==> config.mk <==
export PLATFORM = sky130hd
export DESIGN_NAME = alu_cmd_sequencer_flat
export DESIGN_NICKNAME = d
export VERILOG_FILES = /design/src/rtl/alu_pkg.sv /design/src/rtl/alu_cmd_sequencer_if.sv /design/src/rtl/alu_regfile.sv /design/src/rtl/alu_cmd_sequencer.sv /design/src/flat_wrapper.sv
export SDC_FILE = /design/constraint.sdc
export NUM_CORES = 1
export LEC_CHECK = 0
export ABC_AREA = 1
export ABC_CLOCK_PERIOD_IN_PS = 1400
export CAP_MARGIN = 20
export CORE_UTILIZATION = 44
export CTS_CLUSTER_DIAMETER = 120
export DETAILED_ROUTE_END_ITERATION = 6
export PLACE_DENSITY = 0.71
export SYNTH_ARGS = -nofsm -noshare
export SYNTH_HDL_FRONTEND = slang
export SYNTH_SLANG_ARGS = --single-unit
==> constraint.sdc <==
create_clock -name clk -period 1.4 [get_ports clk]
set_input_delay 0.28 -clock clk [delete_from_list [all_inputs] [get_ports clk]]
set_output_delay 0.28 -clock clk [all_outputs]
set_load 0.1 [all_outputs]
==> src/rtl/alu_pkg.sv <==
// Shared opcode constants, FSM state type and helpers for the ALU command sequencer.
package alu_pkg;

    localparam int NREG = 4;
    localparam int W    = 4;

    localparam logic [3:0] OP_XFER = 4'h0;
    localparam logic [3:0] OP_INC  = 4'h1;
    localparam logic [3:0] OP_ADD  = 4'h2;
    localparam logic [3:0] OP_ADDI = 4'h3;
    localparam logic [3:0] OP_SUB1 = 4'h4;
    localparam logic [3:0] OP_SUB  = 4'h5;
    localparam logic [3:0] OP_DEC  = 4'h6;
    localparam logic [3:0] OP_DECX = 4'h7;
    localparam logic [3:0] OP_AND  = 4'h8;
    localparam logic [3:0] OP_OR   = 4'h9;
    localparam logic [3:0] OP_XOR  = 4'hA;
    localparam logic [3:0] OP_NOT  = 4'hB;
    localparam logic [3:0] OP_LOAD = 4'hC;

    typedef enum logic [1:0] {
        IDLE = 2'd0,
        EXEC = 2'd1,
        RESP = 2'd2
    } state_t;

    function automatic logic is_arith(input logic [3:0] op);
        return (op[3] == 1'b0);
    endfunction

endpackage

==> src/rtl/alu_cmd_sequencer_if.sv <==
// Command/response handshake, ALU drive/capture and debug read port of the sequencer.
interface alu_cmd_sequencer_if;
    import alu_pkg::*;

    logic         cmd_valid;
    logic         cmd_ready;
    logic [3:0]   cmd_op;
    logic [1:0]   cmd_dst;
    logic [1:0]   cmd_src_a;
    logic [1:0]   cmd_src_b;
    logic [W-1:0] cmd_imm;

    logic         rsp_valid;
    logic         rsp_ready;
    logic [W-1:0] rsp_data;
    logic         rsp_carry;
    logic         rsp_zero;
    logic         rsp_err;

    logic [W-1:0] alu_x;
    logic [W-1:0] alu_y;
    logic [3:0]   alu_select;
    logic [W-1:0] alu_out;
    logic         alu_c_out;

    logic [1:0]   dbg_addr;
    logic [W-1:0] dbg_data;

    // Host plus external ALU side
    modport master (
        output cmd_valid, cmd_op, cmd_dst, cmd_src_a, cmd_src_b, cmd_imm,
        output rsp_ready, alu_out, alu_c_out, dbg_addr,
        input  cmd_ready, rsp_valid, rsp_data, rsp_carry, rsp_zero, rsp_err,
        input  alu_x, alu_y, alu_select, dbg_data
    );

    modport slave (
        input  cmd_valid, cmd_op, cmd_dst, cmd_src_a, cmd_src_b, cmd_imm,
        input  rsp_ready, alu_out, alu_c_out, dbg_addr,
        output cmd_ready, rsp_valid, rsp_data, rsp_carry, rsp_zero, rsp_err,
        output alu_x, alu_y, alu_select, dbg_data
    );

endinterface

==> src/rtl/alu_regfile.sv <==
// 4 x 4-bit register file: one synchronous write port, three combinational read ports.
module alu_regfile
    import alu_pkg::*;
(
    input  logic         clk,
    input  logic         reset_n,
    input  logic         i_we,
    input  logic [1:0]   i_waddr,
    input  logic [W-1:0] i_wdata,
    input  logic [1:0]   i_raddr_a,
    input  logic [1:0]   i_raddr_b,
    input  logic [1:0]   i_raddr_d,
    output logic [W-1:0] o_rdata_a,
    output logic [W-1:0] o_rdata_b,
    output logic [W-1:0] o_rdata_d
);

    logic [W-1:0] w_regs [NREG];

    generate
        for (genvar gi = 0; gi < NREG; gi++) begin : g_reg
            logic [W-1:0] r_q;

            always_ff @(posedge clk or negedge reset_n) begin
                if (!reset_n) begin
                    r_q <= '0;
                end else if (i_we && (i_waddr == 2'(gi))) begin
                    r_q <= i_wdata;
                end
            end

            assign w_regs[gi] = r_q;
        end
    endgenerate

    assign o_rdata_a = w_regs[i_raddr_a];
    assign o_rdata_b = w_regs[i_raddr_b];
    assign o_rdata_d = w_regs[i_raddr_d];

endmodule

==> src/rtl/alu_cmd_sequencer.sv <==
// Accepts one register-file command at a time, runs it on the external ALU, writes back and responds.
module alu_cmd_sequencer
    import alu_pkg::*;
(
    input  logic                clk,
    input  logic                reset_n,
    alu_cmd_sequencer_if.slave  bus
);

    state_t       r_state;
    state_t       w_state_next;
    logic         w_cmd_ready;

    logic [3:0]   r_op;
    logic [1:0]   r_dst;
    logic [W-1:0] r_imm;
    logic [W-1:0] r_alu_x;
    logic [W-1:0] r_alu_y;
    logic [3:0]   r_alu_sel;
    logic         r_carry;
    logic         r_zero;

    logic         r_rsp_valid;
    logic [W-1:0] r_rsp_data;
    logic         r_rsp_carry;
    logic         r_rsp_zero;
    logic         r_rsp_err;

    logic [W-1:0] w_rd_a;
    logic [W-1:0] w_rd_b;
    logic         w_alu_op;
    logic         w_load;
    logic         w_we;
    logic [W-1:0] w_result;
    logic         w_new_carry;
    logic         w_new_zero;

    alu_regfile u_regfile (
        .clk       (clk),
        .reset_n   (reset_n),
        .i_we      (w_we),
        .i_waddr   (r_dst),
        .i_wdata   (w_result),
        .i_raddr_a (bus.cmd_src_a),
        .i_raddr_b (bus.cmd_src_b),
        .i_raddr_d (bus.dbg_addr),
        .o_rdata_a (w_rd_a),
        .o_rdata_b (w_rd_b),
        .o_rdata_d (bus.dbg_data)
    );

    // ALU outputs only matter in EXEC; every write and flag update is gated by it
    assign w_alu_op    = (r_op <= OP_NOT);
    assign w_load      = (r_op == OP_LOAD);
    assign w_we        = (r_state == EXEC) && (w_alu_op || w_load);
    assign w_result    = w_load ? r_imm : bus.alu_out;
    assign w_new_carry = (w_alu_op && is_arith(r_op)) ? bus.alu_c_out : r_carry;
    assign w_new_zero  = (w_alu_op || w_load) ? (w_result == '0) : r_zero;

    always_ff @(posedge clk or negedge reset_n) begin
        if (!reset_n) begin
            r_state <= IDLE;
        end else begin
            r_state <= w_state_next;
        end
    end

    always_comb begin
        w_state_next = r_state;
        w_cmd_ready  = 1'b0;
        case (r_state)
            IDLE: begin
                w_cmd_ready = 1'b1;
                if (bus.cmd_valid) w_state_next = EXEC;
            end
            EXEC: w_state_next = RESP;
            RESP: if (bus.rsp_ready) w_state_next = IDLE;
            default: w_state_next = IDLE;
        endcase
    end

    always_ff @(posedge clk or negedge reset_n) begin
        if (!reset_n) begin
            r_op        <= '0;
            r_dst       <= '0;
            r_imm       <= '0;
            r_alu_x     <= '0;
            r_alu_y     <= '0;
            r_alu_sel   <= '0;
            r_carry     <= 1'b0;
            r_zero      <= 1'b0;
            r_rsp_valid <= 1'b0;
            r_rsp_data  <= '0;
            r_rsp_carry <= 1'b0;
            r_rsp_zero  <= 1'b0;
            r_rsp_err   <= 1'b0;
        end else begin
            case (r_state)
                IDLE: begin
                    if (bus.cmd_valid) begin
                        // Operands captured here, so dst == src needs no hazard handling
                        r_op      <= bus.cmd_op;
                        r_dst     <= bus.cmd_dst;
                        r_imm     <= bus.cmd_imm;
                        r_alu_x   <= w_rd_a;
                        r_alu_y   <= w_rd_b;
                        r_alu_sel <= (bus.cmd_op <= OP_NOT) ? bus.cmd_op : 4'h0;
                    end
                end
                EXEC: begin
                    r_carry     <= w_new_carry;
                    r_zero      <= w_new_zero;
                    r_rsp_valid <= 1'b1;
                    r_rsp_data  <= (w_alu_op || w_load) ? w_result : '0;
                    r_rsp_carry <= w_new_carry;
                    r_rsp_zero  <= w_new_zero;
                    r_rsp_err   <= !(w_alu_op || w_load);
                end
                RESP: begin
                    if (bus.rsp_ready) r_rsp_valid <= 1'b0;
                end
                default: ;
            endcase
        end
    end

    assign bus.cmd_ready  = w_cmd_ready;
    assign bus.rsp_valid  = r_rsp_valid;
    assign bus.rsp_data   = r_rsp_data;
    assign bus.rsp_carry  = r_rsp_carry;
    assign bus.rsp_zero   = r_rsp_zero;
    assign bus.rsp_err    = r_rsp_err;
    assign bus.alu_x      = r_alu_x;
    assign bus.alu_y      = r_alu_y;
    assign bus.alu_select = r_alu_sel;

endmodule

==> src/flat_wrapper.sv <==
// flat-port wrapper written by rule: the top's interface ports become plain ports
module alu_cmd_sequencer_flat import alu_pkg::*;
  (clk, reset_n, bus_cmd_valid, bus_cmd_op, bus_cmd_dst, bus_cmd_src_a, bus_cmd_src_b, bus_cmd_imm, bus_rsp_ready, bus_alu_out, bus_alu_c_out, bus_dbg_addr, bus_cmd_ready, bus_rsp_valid, bus_rsp_data, bus_rsp_carry, bus_rsp_zero, bus_rsp_err, bus_alu_x, bus_alu_y, bus_alu_select, bus_dbg_data);
  alu_cmd_sequencer_if bus_i ();
  input  logic clk;
  input  logic reset_n;
  input wire logic [$bits(bus_i.cmd_valid)-1:0] bus_cmd_valid;
  input wire logic [$bits(bus_i.cmd_op)-1:0] bus_cmd_op;
  input wire logic [$bits(bus_i.cmd_dst)-1:0] bus_cmd_dst;
  input wire logic [$bits(bus_i.cmd_src_a)-1:0] bus_cmd_src_a;
  input wire logic [$bits(bus_i.cmd_src_b)-1:0] bus_cmd_src_b;
  input wire logic [$bits(bus_i.cmd_imm)-1:0] bus_cmd_imm;
  input wire logic [$bits(bus_i.rsp_ready)-1:0] bus_rsp_ready;
  input wire logic [$bits(bus_i.alu_out)-1:0] bus_alu_out;
  input wire logic [$bits(bus_i.alu_c_out)-1:0] bus_alu_c_out;
  input wire logic [$bits(bus_i.dbg_addr)-1:0] bus_dbg_addr;
  output wire logic [$bits(bus_i.cmd_ready)-1:0] bus_cmd_ready;
  output wire logic [$bits(bus_i.rsp_valid)-1:0] bus_rsp_valid;
  output wire logic [$bits(bus_i.rsp_data)-1:0] bus_rsp_data;
  output wire logic [$bits(bus_i.rsp_carry)-1:0] bus_rsp_carry;
  output wire logic [$bits(bus_i.rsp_zero)-1:0] bus_rsp_zero;
  output wire logic [$bits(bus_i.rsp_err)-1:0] bus_rsp_err;
  output wire logic [$bits(bus_i.alu_x)-1:0] bus_alu_x;
  output wire logic [$bits(bus_i.alu_y)-1:0] bus_alu_y;
  output wire logic [$bits(bus_i.alu_select)-1:0] bus_alu_select;
  output wire logic [$bits(bus_i.dbg_data)-1:0] bus_dbg_data;
  assign bus_i.cmd_valid = bus_cmd_valid;
  assign bus_i.cmd_op = bus_cmd_op;
  assign bus_i.cmd_dst = bus_cmd_dst;
  assign bus_i.cmd_src_a = bus_cmd_src_a;
  assign bus_i.cmd_src_b = bus_cmd_src_b;
  assign bus_i.cmd_imm = bus_cmd_imm;
  assign bus_i.rsp_ready = bus_rsp_ready;
  assign bus_i.alu_out = bus_alu_out;
  assign bus_i.alu_c_out = bus_alu_c_out;
  assign bus_i.dbg_addr = bus_dbg_addr;
  assign bus_cmd_ready = bus_i.cmd_ready;
  assign bus_rsp_valid = bus_i.rsp_valid;
  assign bus_rsp_data = bus_i.rsp_data;
  assign bus_rsp_carry = bus_i.rsp_carry;
  assign bus_rsp_zero = bus_i.rsp_zero;
  assign bus_rsp_err = bus_i.rsp_err;
  assign bus_alu_x = bus_i.alu_x;
  assign bus_alu_y = bus_i.alu_y;
  assign bus_alu_select = bus_i.alu_select;
  assign bus_dbg_data = bus_i.dbg_data;
  alu_cmd_sequencer u_core (.clk(clk), .reset_n(reset_n), .bus(bus_i));
endmodule
After elaboration in Yosys (flattened, before gate mapping)
Index checks and enable logic that the tools add are counted.

Register bits: 48. Input port bits: 25. Output and inout bits: 25. Logic and storage cells: 69.

Magnitude comparators: 5. Eq/ne operators: 8. Mux-type cells: 19. Bitwise gates (word level): 4. Reductions and logical operators: 17.

Operator list (number): 4-bit 2-to-1 mux (9); 4-bit binary-select mux with 2-bit select (3); 2-bit AND reduction (5); 3-bit >= comparator (second input constant) (3); 2-bit NOT with 3-bit output (3); 4-bit less-or-equal comparator (second input constant) (2); 2-bit equality test (second input constant) (3); 1-bit logical AND (6); 2-bit case mux with 3 select lines (1); 2-bit by 1-bit equality test with 1-bit output (second input constant) (2); 4-bit equality test (second input constant) (1); 2-bit logical NOT (2); 4-bit logical NOT (1); 2-bit 2-to-1 mux (2); 2-bit != test (second input constant) (2); 1-bit 2-to-1 mux (3); 1-bit case mux with 2 select lines (1); 2-bit nonzero test (1); 1-bit logical NOT (1); 1-bit logical OR (1); 1-bit NOT (1).

Longest topological paths before layout
Depth in word-level cells: 4. Gate-level depth with buffers: 8.

Hierarchy
Synthesis repeated with hierarchy kept, for this count alone.

Cells, all modules: 328. Area total of the unflattened synthesis: 2433.6 µm².

Modules (own cells, without submodules): alu_cmd_sequencer (times used 1, cells each 147, area an instance 1302.5 µm², sequential area each 800.8 µm²); alu_regfile (times used 1, cells each 181, area an instance 1131.1 µm², sequential area each 400.4 µm²).

Least setup slack after synthesis
No wires, ideal clock.

Path kind: input -> output. Start: input bus_dbg_addr[0]. End: output bus_dbg_data[0]. Data arrival time: 2.122 ns. Setup slack: -1.002 ns. Stages on the path: 5. Path buffers: 1. Path through: inv_1 -> buf_2 -> o21ai_0 -> a21oi_1 -> a21oi_1.

Cells in the longest elaborated chain, start to end: 4.

RTL lines: from (decl) (RTL line flat_wrapper.sv:16) `input wire logic [$bits(bus_i.dbg_addr)-1:0] bus_dbg_addr;`; 2-bit NOT with 3-bit output (not written as such) (RTL line alu_regfile.sv:38) `assign o_rdata_d = w_regs[i_raddr_d];`; 4-bit binary-select mux with 2-bit select (RTL line alu_regfile.sv:38); 4-bit 2-to-1 mux (not written as such) (2 in a row) (RTL line alu_regfile.sv:38); to (decl) (RTL line flat_wrapper.sv:26) `output wire logic [$bits(bus_i.dbg_data)-1:0] bus_dbg_data;`.

No other way between the ends. The select of a mux whose other input is x is not followed.

Worst setup path after layout
Start: register u_core.u_regfile.g_reg[1].r_q[2]. End: output bus_dbg_data[2].

Cells in the longest elaborated chain, start to end: 3.

RTL lines: from (decl) (RTL line alu_regfile.sv:22) `logic [W-1:0] r_q;`; from (signal assigned) (RTL line alu_regfile.sv:28) `r_q <= i_wdata;`; 4-bit binary-select mux with 2-bit select (RTL line alu_regfile.sv:38); 4-bit 2-to-1 mux (not written as such) (2 in a row) (RTL line alu_regfile.sv:38).

No other way between the ends. The select of a mux whose other input is x is not followed.

==> flow_metrics.tcl <==
set metrics [dict create \
    wire_per_inst_um 14.4 \
    first_pass_iters 4 \
    nFillCells 355 \
    grt_pass1_vias 2112 \
    cp_slowest_cell "dfrtp_1" \
    route.detailed.drc 0 \
    fmax_mhz 632 \
    io_buffers 49 \
    core_mm2 0.00485 \
    yosys_register_bits 48 \
    yosysMostFrequentCell "nand2_1" \
    synth_top_area_cell "dfrtp_1" \
    insertion_delay_ps 300 \
    rows 25 \
    async_reset_ff_share_pct 100 \
    finalClockSkew_ps 6.63 \
    die_h_um 73.9 \
    cts_tree "done" \
    ant_nets 0 \
    fin_ws_ps -183 \
    place_area_mm2 0.00326 \
    num_io_pins 50 \
    cts_root_buffer "clkbuf_8" \
    synthXorXnorAreaFrac_pct 0 \
    ys_warn_count 0 \
    cts_max_path_buffers 2 \
    fin_nets 383 \
    gr-total-overflow 0 \
    crit_required_ps 1120 \
    crit_top_cell "a21oi_4" \
    tightest_slew_ps 307 \
    worstSetupStartpointType "register" \
    crit_arrival_ps 1300 \
    maxSlewViolCount 0 \
    die_w_um 73.9 \
    crit_type "register to output port" \
    grt_pass1_wl_um 9850 \
    fin_crit_ps 1580 \
    syn_avg_cell_area_um2 8.26 \
    fin_area_mm2 0.00361 \
    grt_setup_unrepaired "yes" \
    setup_violations 4 \
    yosysTopAreaCellShare_pct 52.9 \
    min_path_type "register to register" \
    path_cells "inv_2 -> o21ai_4 -> a21oi_4 -> a21oi_4 -> buf_12" \
    synth_ff_type "dfrtp_1" \
    violations "setup timing" \
    antenna_found_initial 0 \
    postSynthNetCount 300 \
    num_antenna_cells 0 \
    initialDrtViolationCount 140 \
    synth_cell_type_count 17 \
    yosys.area_share.simple_pct 22.7 \
    synth_compound_area_share_pct 18.6 \
    max-slew-margin-rel_pct 79.5 \
    outcome "finished, violations left" \
    drive_above_1_share_pct 33.7 \
    finalCritPeriodShare_pct 113 \
    synth-edff-count 0 \
    cap_violations 0 \
    synth_mux_area_share_pct 0 \
    critical_path.max_fanout 2 \
    cts.clk_slew.worst_paths_ps 90 \
    synthAdderAreaFrac_pct 0 \
    viasPerCell 5.13 \
    die_area_mm2 0.00546 \
    drt-total-wl_um 6140 \
    grt_max_degree 49 \
    cts.sinks 48 \
    vias 2186 \
    area_delta_synth_final_pct 58.9 \
    dp_hpwl_um 3920 \
    max_stage_delay_ps 370 \
    critPathCaptureType "output port" \
    grt_use_total_pct 24.3 \
    place.gp.congestion 0.810 \
    start_util_pct 46.9 \
    synth_cells 275 \
    numCtsBuffers 5 \
    synth_area_mm2 0.00227 \
    cts-htree-levels 2 \
    synth_top_family_by_area "simple AND/OR/NAND/NOR gates" \
    finalHoldViolations 0 \
    synth_common_cells "nand2_1, dfrtp_1, nor2_1" \
    ys_seq_area_share_pct 52.9 \
    yosys-top-cells-area "dfrtp_1, nand2_1, o21ai_0" \
]
## metal layers
layer	global-route usage, %	up-vias	routed length, µm
met1	30.8	1023	2630
met2	41.0	82	3080
li1	-	1063	-
met3	4.39	18	276
met4	9.62	0	156
met5	0	-	0
## state kept, by name, summed over array words and instances (netlist names)
signal / cells
u_core.bus.alu_select: 4
u_core.bus.alu_x: 4
u_core.bus.alu_y: 4
u_core.bus.rsp_data: 4
u_core.bus.rsp_err: 1
u_core.bus.rsp_valid: 1
u_core.r_carry: 1
u_core.r_dst: 2
u_core.r_imm: 4
u_core.r_op: 4
u_core.r_state: 2
u_core.r_zero: 1
u_core.u_regfile.g.r_q: 16
## layout make-up
class,instances,area (µm²),share of cell area [%]
Timing Repair Buffer,82,1020,28.4
Tap cell,67,83.8,2.32
Sequential cell,48,1200,33.3
Clock inverter,2,10.0,0.277
Multi-Input combinational cell,197,1100,30.5
Inverter,24,109,3.02
Clock buffer,6,82.6,2.29
## logic make-up after synthesis
| group | Yosys count |
|---|---|
| simple gates | 116 |
| compound gates | 81 |
| flops | 48 |
| buf+inv | 30 |
## worst paths after layout
kind	from	to	slack (ps)	depth (start not counted)
min reg2reg	u_core.r_imm[0]$_DFFE_PN0P_	u_core.r_imm[0]$_DFFE_PN0P_	480	2
max reg2reg	u_core.r_state[1]$_DFFE_PN0P_	u_core.u_regfile.g_reg[0].r_q[1]$_DFFE_PN0P_	40	7
max	u_core.u_regfile.g_reg[1].r_q[2]$_DFFE_PN0P_	bus_dbg_data[2]	-180	5
min	u_core.r_imm[0]$_DFFE_PN0P_	u_core.r_imm[0]$_DFFE_PN0P_	480	2
min in group asynchronous	reset_n	u_core.u_regfile.g_reg[1].r_q[0]$_DFFE_PN0P_	500	3
max in group asynchronous	reset_n	u_core.bus.alu_x[0]$_DFFE_PN0P_	680	3
## stage by stage
stage / utilization, % / hold WS, ps / setup slack, ps / std cells / setup TNS (ps)
after floorplan: - / -15.6 / -22.8 / 275 / -66.8
final: 74.5 / 479 / -183 / 426 / -662
after CTS: 72.4 / 482 / -169 / 419 / -568
after global placement: 67.3 / 284 / -384 / 400 / -1780
after detailed placement: 67.3 / 284 / -393 / 400 / -1950
after global routing: 74.5 / 512 / -213 / 426 / -1130
## layout by cell type (no fill, tap or decap), drive strengths merged
cell type      count
clkinvlp           1
clkdlybuf4s50     21
nand2             71
dfrtp             48
buf               59
nand3              6
nor2              39
clkbuf             6
clkinv             2
dlygate4sd3        1
dlygate4sd2        1
a21oi             28
o21ai             52
o21a               1
inv               23
## worst max-delay path, delay by kind of cell (launching register included)
family,cells,cell delay [ps]
buf+inv,2,260
compound gates,3,370
flops,1,370
## what timing repair did
action,4_1_cts,5_1_grt
endpoints found under the hold margin,48,0
buffers inserted,10,7
endpoints found under the setup margin,5,22
gates resized for setup,29,17
pin swaps,4,5
hold buffers,1,0
Power is left out: the tool's default activity adds up to more than one toggle a clock period on the data nets, which glitch-free logic cannot reach.
